===== src/rtl/csr_counter_file_pkg.sv =====
// Shared constants for the CSR counter block: core state code, csr_op encodings
// and the counter CSR address map.
package csr_counter_file_pkg;

    localparam logic [2:0] REG_FILE_READ = 3'd2;

    typedef enum logic [1:0] {
        CSR_OP_NONE = 2'b00,
        CSR_OP_RW   = 2'b01,
        CSR_OP_RS   = 2'b10,
        CSR_OP_RC   = 2'b11
    } csr_op_e;

    localparam logic [11:0] CSR_CYCLE         = 12'hC00;
    localparam logic [11:0] CSR_CYCLEH        = 12'hC80;
    localparam logic [11:0] CSR_INSTRET       = 12'hC02;
    localparam logic [11:0] CSR_HPM_BASE      = 12'hC03;
    localparam logic [11:0] CSR_MCYCLE        = 12'hB00;
    localparam logic [11:0] CSR_MCYCLEH       = 12'hB80;
    localparam logic [11:0] CSR_MINSTRET      = 12'hB02;
    localparam logic [11:0] CSR_MHPM_BASE     = 12'hB03;
    localparam logic [11:0] CSR_MCOUNTINHIBIT = 12'h320;

    // Upper nibble of the address selects the read-only or writable page.
    localparam logic [3:0] PAGE_RO = CSR_CYCLE[11:8];
    localparam logic [3:0] PAGE_RW = CSR_MCYCLE[11:8];

endpackage


===== src/rtl/csr_counter_file_if.sv =====
// CSR access bus between decode (master) and the counter block (slave).
interface csr_counter_file_if;
    logic        en_csr;
    logic [1:0]  csr_op;
    logic [11:0] csr_adr;
    logic [31:0] csr_wdata;
    logic        csr_src_zero;
    logic [31:0] csr_val;
    logic        csr_valid;
    logic        csr_illegal;

    modport master (
        output en_csr, csr_op, csr_adr, csr_wdata, csr_src_zero,
        input  csr_val, csr_valid, csr_illegal
    );

    modport slave (
        input  en_csr, csr_op, csr_adr, csr_wdata, csr_src_zero,
        output csr_val, csr_valid, csr_illegal
    );
endinterface


===== src/rtl/csr_counter_file_counter.sv =====
// One CNT_W-bit event counter with 32-bit half writes; a write on the same
// edge as an increment wins and that increment is dropped.
module csr_counter #(
    parameter int CNT_W = 64
) (
    input  logic             clk,
    input  logic             rst,
    input  logic             inc,
    input  logic             inhibit,
    input  logic             wr_lo,
    input  logic             wr_hi,
    input  logic [31:0]      wdata,
    output logic [CNT_W-1:0] cnt
);
    always_ff @(posedge clk or posedge rst) begin
        if (rst) begin
            cnt <= '0;
        end else if (wr_lo) begin
            cnt <= {cnt[CNT_W-1:32], wdata};
        end else if (wr_hi) begin
            cnt <= {wdata[CNT_W-33:0], cnt[31:0]};
        end else if (inc && !inhibit) begin
            cnt <= cnt + 1'b1;
        end
    end
endmodule


===== src/rtl/csr_counter_file.sv =====
// CSR counter file: cycle/instret/hpm counters with user read-only views,
// machine writable views and mcountinhibit; registered one-cycle read response.
module csr_counter_file
    import csr_counter_file_pkg::*;
#(
    parameter int CNT_W = 64,
    parameter int N_HPM = 2
) (
    input  logic                                clk,
    input  logic                                rst,
    input  logic [2:0]                          state,
    input  logic                                instr_retire,
    input  logic [(N_HPM > 0 ? N_HPM : 1)-1:0]  hpm_evt,
    csr_counter_file_if.slave                   bus
);
    localparam int NC = 2 + N_HPM;
    localparam logic [31:0] INH_MASK = 32'h5 | (((32'd1 << N_HPM) - 32'd1) << 3);

    logic [CNT_W-1:0] cnt     [NC];
    logic [63:0]      cnt_ext [NC];
    logic [NC-1:0]    inc, inh, wr_lo, wr_hi;
    logic [31:0]      inhibit_q;

    csr_op_e     op;
    logic        access, is_inh, is_ro, is_rw, hi, sel_ok, mapped, we, illegal, do_wr;
    logic [6:0]  lidx;
    logic [2:0]  sel;
    logic [63:0] rd_cnt;
    logic [31:0] old_val, new_val;

    assign op     = csr_op_e'(bus.csr_op);
    assign access = bus.en_csr && (state == REG_FILE_READ) && (op != CSR_OP_NONE);
    assign lidx   = bus.csr_adr[6:0];
    assign hi     = bus.csr_adr[7];
    assign is_inh = (bus.csr_adr == CSR_MCOUNTINHIBIT);
    assign is_ro  = (bus.csr_adr[11:8] == PAGE_RO);
    assign is_rw  = (bus.csr_adr[11:8] == PAGE_RW);

    // Counter slot: 0 = cycle, 1 = instret, 2+i = hpm i (address index 3+i).
    always_comb begin
        sel_ok = 1'b0;
        sel    = '0;
        if (lidx == 7'd0) begin
            sel_ok = 1'b1;
            sel    = 3'd0;
        end else if (lidx == 7'd2) begin
            sel_ok = 1'b1;
            sel    = 3'd1;
        end else if (lidx >= 7'd3 && lidx < 7'(3 + N_HPM)) begin
            sel_ok = 1'b1;
            sel    = 3'(lidx - 7'd1);
        end
    end

    assign mapped  = is_inh || ((is_ro || is_rw) && sel_ok);
    assign we      = (op == CSR_OP_RW) || !bus.csr_src_zero;
    assign illegal = !mapped || (is_ro && we);
    assign do_wr   = access && !illegal && we;

    always_comb begin
        rd_cnt = '0;
        for (int k = 0; k < NC; k++) begin
            if (sel == 3'(k)) rd_cnt = cnt_ext[k];
        end
    end

    assign old_val = is_inh ? inhibit_q : (hi ? rd_cnt[63:32] : rd_cnt[31:0]);

    always_comb begin
        case (op)
            CSR_OP_RS: new_val = old_val | bus.csr_wdata;
            CSR_OP_RC: new_val = old_val & ~bus.csr_wdata;
            default:   new_val = bus.csr_wdata;
        endcase
    end

    always_comb begin
        inc    = '0;
        inh    = '0;
        wr_lo  = '0;
        wr_hi  = '0;
        inc[0] = 1'b1;
        inc[1] = instr_retire;
        inh[0] = inhibit_q[0];
        inh[1] = inhibit_q[2];
        for (int i = 0; i < N_HPM; i++) begin
            inc[2+i] = hpm_evt[i];
            inh[2+i] = inhibit_q[3+i];
        end
        for (int k = 0; k < NC; k++) begin
            wr_lo[k] = do_wr && is_rw && !hi && (sel == 3'(k));
            wr_hi[k] = do_wr && is_rw &&  hi && (sel == 3'(k));
        end
    end

    for (genvar g = 0; g < NC; g++) begin : g_cnt
        csr_counter #(.CNT_W(CNT_W)) u_cnt (
            .clk     (clk),
            .rst     (rst),
            .inc     (inc[g]),
            .inhibit (inh[g]),
            .wr_lo   (wr_lo[g]),
            .wr_hi   (wr_hi[g]),
            .wdata   (new_val),
            .cnt     (cnt[g])
        );
        assign cnt_ext[g] = 64'(cnt[g]);
    end

    always_ff @(posedge clk or posedge rst) begin
        if (rst) begin
            inhibit_q       <= '0;
            bus.csr_val     <= '0;
            bus.csr_valid   <= 1'b0;
            bus.csr_illegal <= 1'b0;
        end else begin
            if (do_wr && is_inh) inhibit_q <= new_val & INH_MASK;
            bus.csr_valid   <= access;
            bus.csr_illegal <= access && illegal;
            if (access) bus.csr_val <= illegal ? 32'd0 : old_val;
        end
    end
endmodule

===== src/flat_wrapper.sv =====
// flat-port wrapper written by rule: the top's interface ports become plain ports
module csr_counter_file_flat import csr_counter_file_pkg::*;
#(
    parameter int CNT_W = 64,
    parameter int N_HPM = 2
)
  (clk, rst, state, instr_retire, hpm_evt, bus_en_csr, bus_csr_op, bus_csr_adr, bus_csr_wdata, bus_csr_src_zero, bus_csr_val, bus_csr_valid, bus_csr_illegal);
  csr_counter_file_if bus_i ();
  input  logic clk;
  input  logic rst;
  input  logic [2:0] state;
  input  logic instr_retire;
  input  logic [(N_HPM > 0 ? N_HPM : 1)-1:0] hpm_evt;
  input wire logic [$bits(bus_i.en_csr)-1:0] bus_en_csr;
  input wire logic [$bits(bus_i.csr_op)-1:0] bus_csr_op;
  input wire logic [$bits(bus_i.csr_adr)-1:0] bus_csr_adr;
  input wire logic [$bits(bus_i.csr_wdata)-1:0] bus_csr_wdata;
  input wire logic [$bits(bus_i.csr_src_zero)-1:0] bus_csr_src_zero;
  output wire logic [$bits(bus_i.csr_val)-1:0] bus_csr_val;
  output wire logic [$bits(bus_i.csr_valid)-1:0] bus_csr_valid;
  output wire logic [$bits(bus_i.csr_illegal)-1:0] bus_csr_illegal;
  assign bus_i.en_csr = bus_en_csr;
  assign bus_i.csr_op = bus_csr_op;
  assign bus_i.csr_adr = bus_csr_adr;
  assign bus_i.csr_wdata = bus_csr_wdata;
  assign bus_i.csr_src_zero = bus_csr_src_zero;
  assign bus_csr_val = bus_i.csr_val;
  assign bus_csr_valid = bus_i.csr_valid;
  assign bus_csr_illegal = bus_i.csr_illegal;
  csr_counter_file #(.CNT_W(CNT_W), .N_HPM(N_HPM)) u_core (.clk(clk), .rst(rst), .state(state), .instr_retire(instr_retire), .hpm_evt(hpm_evt), .bus(bus_i));
endmodule

===== config.mk =====
export PLATFORM = sky130hd
export DESIGN_NAME = csr_counter_file_flat
export DESIGN_NICKNAME = d
export VERILOG_FILES = /design/src/rtl/csr_counter_file_pkg.sv /design/src/rtl/csr_counter_file_if.sv /design/src/rtl/csr_counter_file_counter.sv /design/src/rtl/csr_counter_file.sv /design/src/flat_wrapper.sv
export SDC_FILE = /design/constraint.sdc
export NUM_CORES = 1
export LEC_CHECK = 0
export BUFFER_PORTS_ARGS = -buffer_cell sky130_fd_sc_hd__clkbuf_2
export CELL_PAD_IN_SITES_DETAIL_PLACEMENT = 0
export CELL_PAD_IN_SITES_GLOBAL_PLACEMENT = 1
export CORE_MARGIN = 5
export CORE_UTILIZATION = 50
export DETAILED_ROUTE_END_ITERATION = 7
export PLACE_DENSITY = 0.82
export SLEW_MARGIN = 10
export SYNTH_ARGS = -nofsm -noshare
export SYNTH_HDL_FRONTEND = slang
export SYNTH_HIERARCHICAL = 1
export SYNTH_SLANG_ARGS = --single-unit

===== constraint.sdc =====
create_clock -name clk -period 5.7 [get_ports clk]
set_clock_uncertainty 0.15 [all_clocks]
set_input_delay 0.285 -clock clk [delete_from_list [all_inputs] [get_ports clk]]
set_output_delay 0.285 -clock clk [all_outputs]
set_load 0.01 [all_outputs]

; ---- Yosys cells after proc, flatten, opt, wreduce, memory -nomap -nowiden
; Index checks and enable logic that the tools add are counted.
; Widths: inputs -> output; s select.
[word_totals]
regBits = 294
latch_bits = 0
mem_bits_rw = 0
rom_bits = 0
inputBits = 56
output_inout_bits = 34
word_cells = 120
memories = 0
[classes]
n_addsub = 5
mul = 0
div = 0
n_lt_le_gt_ge = 2
n_eq_ne = 17
shifts = 0
muxes = 26
bitwise = 7
reduce_logical = 51
[op_table]
columns = cell, n
row1 = $mux 64, 12
row2 = $add 64x1->64 const B, 4
row3 = $mux 32, 7
row4 = $pmux 32 s2, 1
row5 = $and 32x32->32, 1
row6 = $not 32->32, 1
row7 = $or 32x32->32, 1
row8 = $logic_and 1x1->1, 23
row9 = $reduce_and 2->1, 8
row10 = $reduce_bool 2->1, 7
row11 = $eq 12x10->1 const B, 1
row12 = $ne 2x2->1 const B, 6
row13 = $eq 3x2->1 const B, 3
row14 = $mux 3, 3
row15 = $eq 4x4->1 const B, 2
row16 = $eq 7x2->1 const B, 1
row17 = $ge 7x2->1 const B, 1
row18 = $logic_not 1->1, 7
row19 = $logic_not 7->1, 1
row20 = $lt 7x3->1 const B, 1
row21 = $eq 2x2->1 const B, 2
row22 = $logic_or 1x1->1, 4
row23 = $not 1->1, 4
row24 = $eq 3x1->1 const B, 1
row25 = other kinds (4), 6

; ---- Depth between registers and ports, before layout
; Gate-level depths: netlist of run 1.
[depth]
word_depth = 17
ltp_mapped = 16
depth_no_buf = 14

; ---- Hierarchy
; Netlist of run 1, hierarchy kept.
[by_module_without_submodules]
columns = mod, n_inst, cells_per_inst, area_per_inst_um2, seq_area_each_um2
row1 = csr_counter, 4, 512, 4227.8, 1601.5
row2 = csr_counter_file, 1, 640, 5313.8, 950.9

; ---- Least setup slack after synthesis of run 1
; No wires, ideal clock.
[synth_path]
path_type = input -> register
startpoint = in bus_csr_adr[0]
endpoint = reg u_core.g_cnt[2].u_cnt.cnt[38]
setup_time_ns = 0.130
arrival_ns = 3.155
t_required_ns = 5.420
path_slack_ns = 2.264
stages = 16
path_buffers = 4
path_cell_list = inv_1 ha_1 o21bai_1 nand4_2 nor3_4 nand2_1 buf_2 buf_2 nor2_1 inv_1 a21oi_1 clkbuf_1 clkbuf_1 nor2_1 a31oi_1 nand3_1
[synth_between]
elab_chain_len = 17
elab_cells_between_ends = 42
cone_classes = add/sub (1) / order compare (2) / eq/ne (5) / mux (14) / bitwise (3) / reduce/logical (17)
[synth_rtl]
columns = element, line_no
row1 = from (decl), flat_wrapper.sv:16  ; input wire logic [$bits(bus_i.csr_adr)-1:0] bus_csr_adr;
row2 = $ge 7x2->1 or $lt 7x3->1 (tied branches), csr_counter_file.sv:49  ; end else if (lidx >= 7'd3 && lidx < 7'(3 + N_HPM)) begin
row3 = $logic_and 1x1->1, csr_counter_file.sv:49
row4 = $mux 1, csr_counter_file.sv:49
row5 = $mux 1, csr_counter_file.sv:46  ; end else if (lidx == 7'd2) begin
row6 = $mux 1, csr_counter_file.sv:43  ; if (lidx == 7'd0) begin
row7 = $logic_and 1x1->1, csr_counter_file.sv:55  ; assign mapped = is_inh || ((is_ro || is_rw) && sel_ok);
row8 = $logic_or 1x1->1, csr_counter_file.sv:55
row9 = $logic_not 1->1, csr_counter_file.sv:57  ; assign illegal = !mapped || (is_ro && we);
row10 = $logic_or 1x1->1, csr_counter_file.sv:57
row11 = $logic_not 1->1, csr_counter_file.sv:58  ; assign do_wr = access && !illegal && we;
row12 = $logic_and 1x1->1 (2 in a row), csr_counter_file.sv:58
row13 = $logic_and 1x1->1 (2 in a row), csr_counter_file.sv:92  ; wr_hi[k] = do_wr && is_rw && hi && (sel == 3'(k));
row14 = $logic_and 1x1->1 (*), csr_counter_file.sv:92
row15 = via u_core.wr_hi[2], csr_counter_file.sv:21  ; logic [NC-1:0] inc, inh, wr_lo, wr_hi;
row16 = $reduce_bool 2->1 (no line), -
row17 = $reduce_and 2->1 (no line), -
row18 = to (signal assigned), csr_counter_file_counter.sv:19  ; cnt <= {cnt[CNT_W-1:32], wdata};
row19 = to (signal assigned), csr_counter_file_counter.sv:21  ; cnt <= {wdata[CNT_W-33:0], cnt[31:0]};
row20 = to (signal assigned), csr_counter_file_counter.sv:23  ; cnt <= cnt + 1'b1;
row21 = to (decl), csr_counter_file_counter.sv:13  ; output logic [CNT_W-1:0] cnt
; Mark *: on every way through the listed nets, which the timed path passes. The rest lies on a longest branch. The select of a mux whose other input is x is not followed.
; A chain may end at the register's enable or synchronous reset.

; ---- Worst setup path after layout of run 1
[layout_path]
startpoint = in bus_csr_adr[0]
endpoint = reg u_core.g_cnt[1].u_cnt.cnt[58]
[layout_between]
elab_chain_len = 17
elab_cells_between_ends = 42
cone_classes = add/sub (1) / order compare (2) / eq/ne (5) / mux (14) / bitwise (3) / reduce/logical (17)
[layout_rtl]
columns = element, line_no
row1 = $ge 7x2->1 or $lt 7x3->1 (tied branches), csr_counter_file.sv:49
row2 = $logic_and 1x1->1, csr_counter_file.sv:49
row3 = $mux 1, csr_counter_file.sv:49
row4 = $mux 1, csr_counter_file.sv:46
row5 = $mux 1, csr_counter_file.sv:43
row6 = $logic_and 1x1->1, csr_counter_file.sv:55
row7 = $logic_or 1x1->1, csr_counter_file.sv:55
row8 = $logic_not 1->1, csr_counter_file.sv:57
row9 = $logic_or 1x1->1, csr_counter_file.sv:57
row10 = $logic_not 1->1, csr_counter_file.sv:58
row11 = $logic_and 1x1->1 (2 in a row), csr_counter_file.sv:58
row12 = $logic_and 1x1->1 (2 in a row), csr_counter_file.sv:92
row13 = $logic_and 1x1->1 (*), csr_counter_file.sv:92
row14 = via u_core.wr_hi[1], csr_counter_file.sv:21
row15 = $reduce_bool 2->1 (no line), -
row16 = $reduce_and 2->1 (no line), -
row17 = to (signal assigned), csr_counter_file_counter.sv:19
row18 = to (signal assigned), csr_counter_file_counter.sv:21
row19 = to (signal assigned), csr_counter_file_counter.sv:23
row20 = to (decl), csr_counter_file_counter.sv:13
; Marks and branches as above.

==> flow_metrics.py, run 1 <==
metrics = {
    "logic_synthesis": {
        "ys_top_cells_by_area": "dfrtp_1, nand2_1, o21ai_0, nand4_1, nand3_1",
        "synth_top_family_by_area": "simple AND/OR/NAND/NOR gates",
        "synth_fa_ha_area_frac": 0.00450,
        "synth-xor-area-share": 0.0497,
        "ys_seq_area_frac": 0.331,
        "synth_ff_type": "dfrtp_1",
        "synth_edf_count": 0,
        "yosys.area.top_type_share": 0.331,
        "syn_area_um2": 22200,
        "synth_common_cells": "nand2_1, dfrtp_1, o21ai_0, nor2_1, nand3_1",
        "syn_inst": 2688,
        "synthMuxAreaShare": 0.0754,
        "ys_ff_latch": 294,
        "synth-simple-area-share": 0.304,
        "synth_compound_area_frac": 0.191,
        "synth_largest_area_cell": "dfrtp_1",
        "async_flop_share": 1.00,
        "yosysWarningCount": 6,
        "synth.most_common_cell": "nand2_1",
        "syn_avg_cell_area_um2": 8.27,
        "yosysUniqueCellTypes": 86,
    },
    "global_routing": {
        "grt_pass1_vias": 21900,
        "grt_overflow": 0,
        "gr-usage-met3": 0.105,
        "grt_usage": 0.389,
        "antenna_found_initial": 8,
        "grtUsageMet2": 0.581,
        "grt_pass1_wl_mm": 146,
        "grt_max_degree": 65,
        "grt_busiest_layer": "met2",
        "met1_usage": 0.504,
    },
    "worst_setup_path": {
        "crit_required_ns": 5.98,
        "worst_setup_path_end_kind": "flop",
        "r2r_start": "u_core/g_cnt[0].u_cnt/cnt[60]$_DFFE_PP0P_",
        "cp-start-kind": "input pin",
        "worstPathArrival_ns": 4.49,
        "path_cells": "clkbuf_2 -> inv_1 -> ha_1 -> and4bb_2 -> nand4_1 -> a21oi_1 -> and3_1 -> nand2_1 -> nor3_2 -> buf_4 -> inv_1 -> a21oi_2 -> buf_4 -> nand3_1 -> nor3_1 -> nor3_1",
        "slowest_stage": "a21oi_2",
        "slowest_delay_ns": 0.51,
        "path_class": "in2reg",
        "r2r_end": "u_core/g_cnt[0].u_cnt/cnt[60]$_DFFE_PP0P_",
        "reg2reg_depth": 10,
        "cp_max_fo": 31,
        "r2r_slack_ns": 2.33,
    },
    "power": {
        "p_comb_frac": 0.152,
        "peakVddDrop_mv": 0.190,
        "p_seq_frac": 0.423,
        "sw_frac_of_total": 0.313,
        "p_clk_frac": 0.425,
        "p_int_w": 0.00389,
        "powerDensity_nw_per_um2": 229,
        "p_leak_nw": 9.86,
        "power_w": 0.00567,
        "p_sw_w": 0.00177,
    },
    "clock_tree": {
        "root_buffer": "clkbuf_16",
        "clock-sinks": 294,
        "cts_tree": "yes",
        "clk_pin_slew_worst_paths_ns": 0.06,
        "clock_latency_ns": 0.56,
        "cts_made_buffers": 37,
        "ctsLongestPathBuffers": 3,
        "h-tree-depth": 2,
        "holdBufCountCts": 6,
        "post_cts_buffers": 0,
        "post_cts_resized": 0,
    },
    "timing": {
        "slew_headroom": 0.232,
        "finalSetupViolations": 0,
        "finalCritPeriodShare": 0.738,
        "rsz0062_at_grt": "no",
        "hold-worst-slack_ns": 0.0422,
        "fin_setup_tns_ns": 0,
        "final-max-slew-violation-count": 0,
        "worst_slew_pin_slew_ns": 1.14,
        "finalHoldViolations": 0,
        "clock.fmax_mhz": 238,
        "layout_min_cycle_time_ns": 4.20,
    },
    "die": {
        "start_util": 0.504,
        "die_x_um": 221,
        "ios": 90,
        "floorplan.die.height_um": 221,
        "rows": 77,
        "dieArea_um2": 48800,
        "core_um2": 44100,
    },
    "job": {
        "max-cap-violations": 0,
    },
    "layout": {
        "finalNetCount": 2809,
        "n_fill_cell": 4138,
        "finalCoreUtilization": 0.560,
        "drive_gt1_frac": 0.155,
        "area_growth_pct": 11.2,
    },
    "drt": {
        "drtAntennaViolNets": 0,
        "routedWlPerCell_um": 29.5,
        "drtIter0Drc": 3336,
        "drc": 0,
        "viasPerCell": 6.94,
        "drt_pass1_iterations": 6,
        "drt_wl_total_mm": 99.2,
        "vias": 23400,
    },
    "placed_design": {
        "place.gp.congestion": 1.03,
        "dp_hpwl_mm": 71.6,
        "io_buffers": 89,
    },
    "min_path": {
        "min_to": "u_core/inhibit_q[4]$_DFFE_PP0P_",
        "hold_depth": 4,
        "min-delay-start": "bus_csr_op[0]",
        "hold_class": "in2reg",
    },
    "run_status": {
        "status": "finished, final reports clean",
    },
}
==> worst max-delay path by stage <==
stage	start	endpoint	slack [ns]	cells after the start
after detailed placement	bus_csr_adr[0]	u_core/g_cnt[1].u_cnt/cnt[49]$_DFFE_PP0P_	1.04	16
after global placement	bus_csr_adr[0]	u_core/g_cnt[1].u_cnt/cnt[49]$_DFFE_PP0P_	1.23	16
final	bus_csr_adr[0]	u_core/g_cnt[1].u_cnt/cnt[58]$_DFFE_PP0P_	1.50	16
after global routing	bus_csr_adr[0]	u_core/g_cnt[1].u_cnt/cnt[57]$_DFFE_PP0P_	1.27	16
after floorplan	bus_csr_adr[0]	u_core/g_cnt[2].u_cnt/cnt[38]$_DFFE_PP0P_	2.26	16
after CTS	bus_csr_adr[0]	u_core/g_cnt[1].u_cnt/cnt[49]$_DFFE_PP0P_	1.61	16
==> per-layer routing <==
metal	vias up	routed length (um)
met5	-	49
met4	6	7520
met3	352	11600
met2	1523	42500
met1	11300	37500
li1	10200	-
==> placed cells by master, fill, tap and decap left out, types with 31 or more instances in the layout <==
master and count:
nand2_1 327, dfrtp_1 294, o21ai_0 198, nor2_1 192, nand3_1 161, nand4_1 135, buf_4 94, clkbuf_2 88
xor2_1 85, or3_1 82, nor3_1 82, a21oi_1 76, and3_1 59, mux2i_1 53, inv_1 52, o22ai_1 49
mux2_2 47, xnor2_1 41, clkbuf_16 39, nand2b_1 32, nor4_1 32, and2_1 31
==> sequential cells by signal, indices dropped and copies added (netlist names) <==
name	count
u_core/bus.csr_illegal	1
u_core/bus.csr_val	32
u_core/bus.csr_valid	1
u_core/g_cnt.u_cnt/cnt	256
u_core/inhibit_q	4
==> kinds of logic after synthesis <==
kind of cell    count (synthesis)
compound gates                636
xor+xnor                      126
fa+ha+maj                       8
buf+inv                       230
flops                         294
mux                           127
other cells                     1
simple gates                 1266
==> worst max-delay path, delay by kind of cell <==
kind,cells,cell delay (ns)
buffers and inverters,5,1.43
AND/OR/NAND/NOR,8,1.69
adder cells (fa/ha/maj),1,0.24
AO/OA/AOI/OAI,2,0.80
==> stage by stage <==
stage | area [um^2] | worst slack (ns) | instances
after floorplan | 22200 | 2.26 | 2690
after global placement | 23400 | 1.23 | 3292
after detailed placement | 23400 | 1.04 | 3292
after CTS | 24700 | 1.61 | 3359
after global routing | 24700 | 1.27 | 3359
final | 24700 | 1.50 | 3366
==> power groups by stage <==
stage / Sequential, W / Clock (W) / Combinational (W)
CTS: 0.00239 / 0.00243 / 0.000829
global placement: 0.00242 / 0 / 0.000810
global route: 0.00240 / 0.00251 / 0.000903
floorplan: 0.00233 / 0 / 0.000480
finish: 0.00240 / 0.00241 / 0.000861
detailed placement: 0.00242 / 0 / 0.000822
==> layout make-up <==
cell class | instances | area [um^2] | share of cell area
multi-input cells | 2166 | 14000 | 0.566
flip-flops and latches | 294 | 7360 | 0.298
repair buffers | 188 | 1210 | 0.0488
clock buffers | 53 | 1100 | 0.0445
well taps | 592 | 741 | 0.0300
inverters | 58 | 218 | 0.00881
clock inverters | 8 | 93.8 | 0.00380
diodes | 7 | 17.5 | 0.000709
Power figures use the tool's default switching activity.
==> run 2: changes to the inputs <==
--- a/config.mk
+++ b/config.mk
@@ -9,9 +9,9 @@
 export CELL_PAD_IN_SITES_DETAIL_PLACEMENT = 0
 export CELL_PAD_IN_SITES_GLOBAL_PLACEMENT = 1
 export CORE_MARGIN = 5
-export CORE_UTILIZATION = 50
+export CORE_UTILIZATION = 48
 export DETAILED_ROUTE_END_ITERATION = 7
-export PLACE_DENSITY = 0.82
+export PLACE_DENSITY = 0.79
 export SLEW_MARGIN = 10
 export SYNTH_ARGS = -nofsm -noshare
 export SYNTH_HDL_FRONTEND = slang
==> constraint.sdc (replaced) <==
create_clock -name clk -period 4.1 [get_ports clk]
set_clock_uncertainty 0.15 [all_clocks]
set_input_delay 0.205 -clock clk [delete_from_list [all_inputs] [get_ports clk]]
set_output_delay 0.205 -clock clk [all_outputs]
set_load 0.01 [all_outputs]
==> flow_metrics.py, run 2 (same netlist as run 1, synthesis figures left out) <==
metrics = {
    "worst_setup_path": {
        "worstPathArrival_ns": 4.08,
        "worst_setup_path_end_kind": "flop",
        "cp-start-kind": "input pin",
        "cp_max_fo": 9,
        "path_class": "in2reg",
        "crit_required_ns": 4.41,
        "r2r_slack_ns": 0.93,
    },
    "drt": {
        "drt_pass1_iterations": 7,
        "drtAntennaViolNets": 0,
        "viasPerCell": 6.90,
        "drc": 0,
        "routed.top_layer": "met5",
        "routedWlPerCell_um": 28.8,
        "drt_wl_total_mm": 98.5,
        "drtIter0Drc": 3375,
        "met1_length_mm": 37.6,
        "route.met3.wl_mm": 10.7,
        "vias": 23600,
        "wl_met2_mm": 42.8,
    },
    "timing": {
        "clock.fmax_mhz": 265,
        "layout_min_cycle_time_ns": 3.77,
        "final-max-slew-violation-count": 0,
        "worst_slew_pin_slew_ns": 1.09,
        "finalHoldViolations": 0,
        "slew_headroom": 0.272,
        "rsz0062_at_grt": "no",
        "finalSetupViolations": 0,
        "fin_setup_tns_ns": 0,
        "finalCritPeriodShare": 0.920,
    },
    "clock_tree": {
        "clk_pin_slew_worst_paths_ns": 0.06,
        "clock_latency_ns": 0.58,
        "post_cts_resized": 0,
        "clock-sinks": 294,
        "cts_made_buffers": 38,
        "h-tree-depth": 2,
        "ctsLongestPathBuffers": 3,
        "root_buffer": "clkbuf_16",
        "cts_tree": "yes",
    },
    "die": {
        "rows": 78,
        "start_util": 0.488,
        "dieArea_um2": 50700,
        "floorplan.die.height_um": 225,
        "ios": 90,
        "core_um2": 45600,
        "die_x_um": 225,
    },
    "power": {
        "peakVddDrop_mv": 0.291,
        "powerDensity_nw_per_um2": 320,
        "p_comb_frac": 0.152,
        "p_sw_w": 0.00256,
        "p_leak_nw": 10.2,
        "p_clk_frac": 0.430,
        "sw_frac_of_total": 0.316,
        "p_seq_frac": 0.418,
        "power_w": 0.00809,
        "p_int_w": 0.00553,
    },
    "global_routing": {
        "grt_overflow": 0,
        "grt_usage": 0.374,
        "grt_pass1_wl_mm": 144,
        "antenna_found_initial": 7,
        "grt_max_degree": 104,
        "grt_pass1_vias": 21800,
    },
    "job": {
        "max-cap-violations": 0,
    },
    "layout": {
        "largest_reg_flops": 256,
        "final_cell_mix": "nand2_1, dfrtp_1, o21ai_0",
        "regMostFlops": "u_core/g_cnt.u_cnt/cnt",
        "top_regs": "u_core/g_cnt.u_cnt/cnt x256, u_core/bus.csr_val x32, u_core/inhibit_q x4",
        "area_growth_pct": 13.7,
        "final_common_cell": "nand2_1",
        "drive_gt1_frac": 0.168,
        "finalNetCount": 2858,
    },
    "placed_design": {
        "io_buffers": 89,
        "place.gp.congestion": 0.990,
        "dp_hpwl_mm": 71.8,
    },
    "min_path": {
        "hold_class": "in2reg",
    },
    "run_status": {
        "status": "finished, final reports clean",
    },
}
==> run 2: cell count changes in the layout (fill, tap and decap cells not counted), moves of 3 or more <==
cell,before,now
buf_12,0,8
buf_4,94,124
clkbuf_1,7,4
clkbuf_8,7,14
clkinv_2,5,2
diode_2,7,3
dlygate4sd3_1,6,16
==> run 2: final cells by class <==
| cell class | instances | area [um^2] |
|---|---|---|
| Multi-Input combinational cell | 2166 | 14000 |
| Sequential cell | 294 | 7360 |
| Clock inverter | 8 | 111 |
| Timing Repair Buffer | 236 | 1690 |
| Clock buffer | 56 | 1160 |
| Tap cell | 600 | 751 |
| Antenna cell | 3 | 7.51 |
| Inverter | 58 | 218 |
| Fill cell | 4229 | 20300 |
==> run 2: through the flow <==
stage / util / setup WS [ns] / area [um^2] / hold slack, ns / std cells
after floorplan: - / 0.744 / 22200 / 0.168 / 2690
after global placement: 0.523 / 0.161 / 23800 / 0.313 / 3338
after detailed placement: 0.523 / 0.0859 / 23800 / 0.322 / 3338
after CTS: 0.554 / 0.436 / 25300 / 0.00463 / 3418
after global routing: 0.554 / 0.196 / 25300 / 0.0392 / 3418
final: 0.554 / 0.330 / 25300 / 0.0232 / 3421
==> run 2: worst paths after layout <==
path,from,to,depth (start not counted)
worst max-delay path,bus_csr_op[1],u_core/g_cnt[3].u_cnt/cnt[23]$_DFFE_PP0P_,14
worst min-delay path,bus_csr_wdata[29],u_core/g_cnt[2].u_cnt/cnt[29]$_DFFE_PP0P_,5
worst max register to register,u_core/g_cnt[0].u_cnt/cnt[24]$_DFFE_PP0P_,u_core/g_cnt[0].u_cnt/cnt[56]$_DFFE_PP0P_,11
worst min register to register,u_core/bus.csr_val[7]$_DFFE_PP0P_,u_core/bus.csr_val[7]$_DFFE_PP0P_,2
max in group asynchronous,rst,u_core/g_cnt[1].u_cnt/cnt[39]$_DFFE_PP0P_,4
min in group asynchronous,rst,u_core/g_cnt[1].u_cnt/cnt[17]$_DFFE_PP0P_,3
==> run 2: critical path, stage by stage <==
cell and delay (ns):
dlygate4sd3_1 0.53, clkbuf_2 0.14, o21ai_4 0.15, dlygate4sd3_1 0.56, clkinv_1 0.21, and3_1 0.27
nand2_1 0.23, nor2_2 0.16, or3b_2 0.57, nor3_1 0.28, buf_4 0.22, nand3_1 0.10
xnor2_1 0.16, mux2_2 0.26
==> run 2: per-layer routing <==
metal | up-vias | track usage
met4 | 2 | 0.225
met2 | 1509 | 0.569
met3 | 367 | 0.0787
met1 | 11400 | 0.492
met5 | - | 0
li1 | 10300 | -
==> run 2: what timing repair did <==
item | CTS | global route
endpoints found under the setup margin | 0 | 0
buffers inserted | 0 | 0
hold buffers | 16 | 0
endpoints found under the hold margin | 222 | 0
==> run 2: power groups by stage <==
stage                     registers [W]  clock network (W)  logic, W
after floorplan                 0.00324                  0  0.000668
after global placement          0.00341                  0   0.00116
after detailed placement        0.00341                  0   0.00118
after CTS                       0.00336            0.00352   0.00119
after global routing            0.00338            0.00362   0.00128
final                           0.00338            0.00348   0.00123
